[config.mk]
export PLATFORM = sky130hd
export DESIGN_NAME = seq_det_arbiter
export DESIGN_NICKNAME = d
export VERILOG_FILES = /design/src/rtl/seq_det_arbiter.sv
export SDC_FILE = /design/constraint.sdc
export NUM_CORES = 1
export LEC_CHECK = 0
export BUFFER_PORTS_ARGS = -buffer_cell sky130_fd_sc_hd__buf_2
export CORE_UTILIZATION = 46
export DETAILED_ROUTE_END_ITERATION = 10
export SLEW_MARGIN = 0
export SYNTH_ARGS = -nofsm -noshare
export SYNTH_HDL_FRONTEND = slang
export SYNTH_SLANG_ARGS = --single-unit
[constraint.sdc]
create_clock -name clk -period 10.7 [get_ports clk]
set_input_delay 3.21 -clock clk [delete_from_list [all_inputs] [get_ports clk]]
set_output_delay 3.21 -clock clk [all_outputs]
set_load 0.01 [all_outputs]
[src/rtl/seq_det_arbiter.sv]
// Shared "101" Mealy detector serving NCH serial streams. A round-robin arbiter
// picks one stream per cycle, and each stream keeps its own saved detector context.
module seq_det_arbiter #(
  parameter int unsigned NCH   = 4,
  parameter int unsigned CW    = 2,
  parameter int unsigned CNT_W = 8
) (
  input  logic             clk,
  input  logic             rst,
  input  logic [NCH-1:0]   req_valid,
  input  logic [NCH-1:0]   req_bit,
  output logic [NCH-1:0]   req_ready,
  input  logic             clr_valid,
  input  logic [CW-1:0]    clr_ch,
  output logic             match_valid,
  output logic [CW-1:0]    match_ch,
  input  logic [CW-1:0]    cnt_sel,
  output logic [CNT_W-1:0] cnt_out
);

  typedef enum logic [1:0] {
    S0 = 2'b00,
    S1 = 2'b01,
    S2 = 2'b10
  } state_t;

  state_t           r_ctx [NCH];
  logic [CNT_W-1:0] r_cnt [NCH];
  logic [CW-1:0]    r_last_grant;
  logic             r_match_valid;
  logic [CW-1:0]    r_match_ch;

  logic [NCH-1:0]   w_clr_mask;
  logic [NCH-1:0]   w_cand;
  logic [NCH-1:0]   w_gnt;
  logic [CW-1:0]    w_idx;
  logic [CW-1:0]    w_gnt_idx;
  logic             w_xfer;
  state_t           w_cur;
  state_t           w_nxt;
  logic             w_bit;
  logic             w_hit;

  // A channel being cleared is withheld from arbitration so its bit stays pending.
  always_comb begin
    w_clr_mask = '0;
    for (int unsigned i = 0; i < NCH; i++) begin
      if (clr_valid && (clr_ch == CW'(i))) w_clr_mask[i] = 1'b1;
    end
    w_cand = req_valid & ~w_clr_mask;
  end

  // Round-robin search starting one past the last granted channel.
  always_comb begin
    w_gnt     = '0;
    w_gnt_idx = '0;
    w_idx     = '0;
    w_xfer    = 1'b0;
    for (int unsigned k = 1; k <= NCH; k++) begin
      w_idx = CW'((32'(r_last_grant) + k) % NCH);
      if (!w_xfer && w_cand[w_idx]) begin
        w_xfer        = 1'b1;
        w_gnt[w_idx]  = 1'b1;
        w_gnt_idx     = w_idx;
      end
    end
    if (rst) begin
      w_gnt  = '0;
      w_xfer = 1'b0;
    end
  end

  assign req_ready = w_gnt;

  // Next-state and match decode for the granted channel's restored context.
  always_comb begin
    w_cur = r_ctx[w_gnt_idx];
    w_bit = req_bit[w_gnt_idx];
    w_nxt = S0;
    w_hit = 1'b0;
    case (w_cur)
      S0:      w_nxt = w_bit ? S1 : S0;
      S1:      w_nxt = w_bit ? S1 : S2;
      S2: begin
        w_nxt = w_bit ? S1 : S0;
        w_hit = w_bit;
      end
      default: w_nxt = S0;
    endcase
  end

  always_ff @(posedge clk or posedge rst) begin
    if (rst) begin
      for (int unsigned i = 0; i < NCH; i++) begin
        r_ctx[i] <= S0;
        r_cnt[i] <= '0;
      end
      r_last_grant  <= CW'(NCH - 1);
      r_match_valid <= 1'b0;
      r_match_ch    <= '0;
    end else begin
      r_match_valid <= w_xfer && w_hit;
      if (w_xfer) begin
        r_last_grant <= w_gnt_idx;
        if (w_hit) r_match_ch <= w_gnt_idx;
      end
      for (int unsigned i = 0; i < NCH; i++) begin
        if (w_clr_mask[i]) begin
          r_ctx[i] <= S0;
          r_cnt[i] <= '0;
        end else if (w_gnt[i]) begin
          r_ctx[i] <= w_nxt;
          if (w_hit && (r_cnt[i] != '1)) r_cnt[i] <= r_cnt[i] + 1'b1;
        end
      end
    end
  end

  // Counter read mux; an out-of-range select reads zero.
  always_comb begin
    cnt_out = '0;
    for (int unsigned i = 0; i < NCH; i++) begin
      if (cnt_sel == CW'(i)) cnt_out = r_cnt[i];
    end
  end

  assign match_valid = r_match_valid;
  assign match_ch    = r_match_ch;

endmodule

==> impl_metrics.ini <==
[yosys]
synth-seq-area-share_pct = 31.9
ys.flop_type = dfrtp_1
synth.distinct_cells = 58
synth_edf_count = 0
syn_area_um2 = 3530
yosysTopAreaCellShare_pct = 30.5
async_flop_share_pct = 100
synth_area_leaders = dfrtp_1 30%, mux4_2 5.1%, nand2_1 4.7%, a21oi_1 4.4%, ha_1 4.2%
postSynthCellCount = 402
syn_avg_cell_area_um2 = 8.79
synth_nets = 429
synth.largest_area_cell = dfrtp_1
ys_ff_latch = 45
ys_warn_count = 0

[final_layout]
syn_to_final_growth_pct = 7.75
n_antenna_cell = 0
layout_common_cells = 44 x nand2_1, 43 x dfrtp_1, 31 x a21oi_1
final-instance-count-excl-fill = 518
drive_gt1_share_pct = 19.3
post-route-util_pct = 51.9
final_common_cell = nand2_1
nFillCells = 699
final_nets = 446
fin_area_um2 = 3810

[hold_path]
hold_depth = 1
hp-class = reg -> reg
worstHoldStart = match_ch[0]
min_delay_worst_endpoint = match_ch[0]

[cts]
cts_sinks = 45
cts_buffer_depth = 2
cts_tree = yes
cts_htree_levels = 2
numCtsBuffers = 5
cts_resized = 0
hold_buffers = 0
clkLatencyLatePin_ps = 300
clock_tree.root_cell = clkbuf_8
path_clk_slew_ps = 80
postCtsSetupRepairBufs = 0

[sta]
setup_viol = 0
fin_skew_ps = 9.52
post-route-period-util_pct = 80.2
slew_viol_final = 0
relSlewSlack_pct = 44.9
timing.setup.tns_ps = 0
worst_pin_slew_ps = 824
final-hold-violation-count = 0
fmax_ghz = 0.117
whs_ps = 505
rsz0062_at_grt = no
period_minus_slack_ps = 8580

[routing]
ant_nets = 0
wl_um = 8870
vias_per_cell = 6.13
drc = 0
num_vias = 3174
wl_per_cell_um = 17.1
drt_iter0_markers = 169
first_pass_iters = 5

[global_routing]
grt_max_degree = 46
antenna_found_initial = 0
grt_pass1_wl_um = 14800
track_usage_pct = 24.3
first_global_vias = 2820
grt_overflow = 0

[worst_setup_path]
arrival_ps = 5370
critPathLaunchType = input port
rr_worst_depth = 10
r2r-start = r_last_grant[0]
crit_type = in -> out
critPathRequiredTime_ps = 7490
critPathCaptureType = output port
reg2reg_slack_ps = 6620
worstReg2RegEnd = match_ch[0]
cp_max_fo = 9

[place]
dp_cells = 511
place_congestion = 0.865
portBuffers = 29
placed_cell_area_um2 = 3700
hpwl_um = 6440

[die]
core_um2 = 7330
start_util_pct = 48.2
num_rows = 31
die_h_um = 89.6
fp.dieArea_um2 = 8040
io_pins = 30
chipWidth_um = 89.6

[pwr]
powerDensity_nw_per_um2 = 202
vdd_drop_max_mv = 0.165
p_leak_nw = 1.65

[flow_run]
cap_violations = 0

[status]
outcome = complete, no violations
[state kept, by name (all words and copies together) (netlist names)]
| name | flops |
|---|---|
| match_ch | 2 |
| match_valid | 1 |
| r_cnt | 32 |
| r_ctx | 8 |
| r_last_grant | 2 |
[power breakdown]
part	leakage, nW	internal (mW)	total, mW	switching, mW
sequential	0.614	0.196	0.234	0.0381
clock	0.0540	0.0680	0.127	0.0587
combinational	0.982	0.156	0.408	0.251
[cells by family (layout without fill, tap and decap cells)]
| group | after synthesis | count (layout) | synth area share, % |
|---|---|---|---|
| AOI/OAI and AO/OA | 118 | 118 | 23.6 |
| and+or+nand+nor | 154 | 154 | 22.7 |
| muxes | 22 | 22 | 9.31 |
| adders and majority gates | 12 | 12 | 4.25 |
| DFF | 45 | 45 | 31.9 |
| xor gates and xnor gates | 4 | 4 | 1.74 |
| buffers and inverters | 47 | 64 | 6.44 |
[per-stage QoR]
step           power (mW)  setup WS, ps
2_1_floorplan       0.544          2650
3_3_place_gp        0.643          2200
3_5_place_dp        0.639          2110
4_1_cts             0.769          2130
5_1_grt             0.829          1870
6_report            0.768          2120
[routing by layer]
| layer | wire [µm] | up-vias | track usage (%) |
|---|---|---|---|
| li1 | - | 1535 | - |
| met1 | 4370 | 1539 | 36.7 |
| met2 | 3930 | 92 | 36.5 |
| met3 | 454 | 8 | 3.38 |
| met4 | 121 | 0 | 6.49 |
| met5 | 0 | - | 0 |
[critical path, stage by stage]
cell	delay (ps)
buf_2	90
nor2b_1	510
a21oi_2	200
or3_4	430
a211oi_1	440
nand2_1	120
o21a_1	160
inv_1	90
buf_2	130
[cell usage after synthesis (all sizes together) (2+ instances only)]
library cell and number:
a211o 3, a211oi 11, a21o 7, a21oi 33
a22o 4, a31o 11, a31oi 5, a41o 4
and2 2, and3 3, buf 12, clkbuf 10
dfrtp 43, dfstp 2, ha 12, inv 25
mux2 4, mux2i 10, mux4 8, nand2 44
nand2b 6, nand3 17, nand3b 4, nand4 12
nor2 29, nor2b 3, nor3 2, nor4 5
nor4b 4, nor4bb 2, o211ai 6, o21a 4
o21ai 11, o311ai 3, o31ai 11, or2 4
or3 12, or4 5, xnor2 3
[cell type report]
class                           count  area, µm²  share of cell area (%)
Clock buffer                        5       68.8                    1.81
Clock inverter                      2       35.0                   0.920
Inverter                           25       93.8                    2.46
Multi-Input combinational cell    310       2190                    57.5
Sequential cell                    45       1130                    29.6
Tap cell                           99        124                    3.25
Timing Repair Buffer               32        168                    4.40
[worst max-delay path by stage]
stage                              end  depth (start not counted)  startpoint  slack, ps
final                     req_ready[2]                          9   clr_valid       2120
after global routing      req_ready[3]                          9   clr_valid       1870
after floorplan           req_ready[0]                          8   clr_ch[0]       2650
after detailed placement  req_ready[2]                          9   clr_valid       2110
after CTS                 req_ready[3]                          9   clr_valid       2130
after global placement    req_ready[2]                          9   clr_valid       2200
Note: power is estimated with default switching activity, not from simulation.
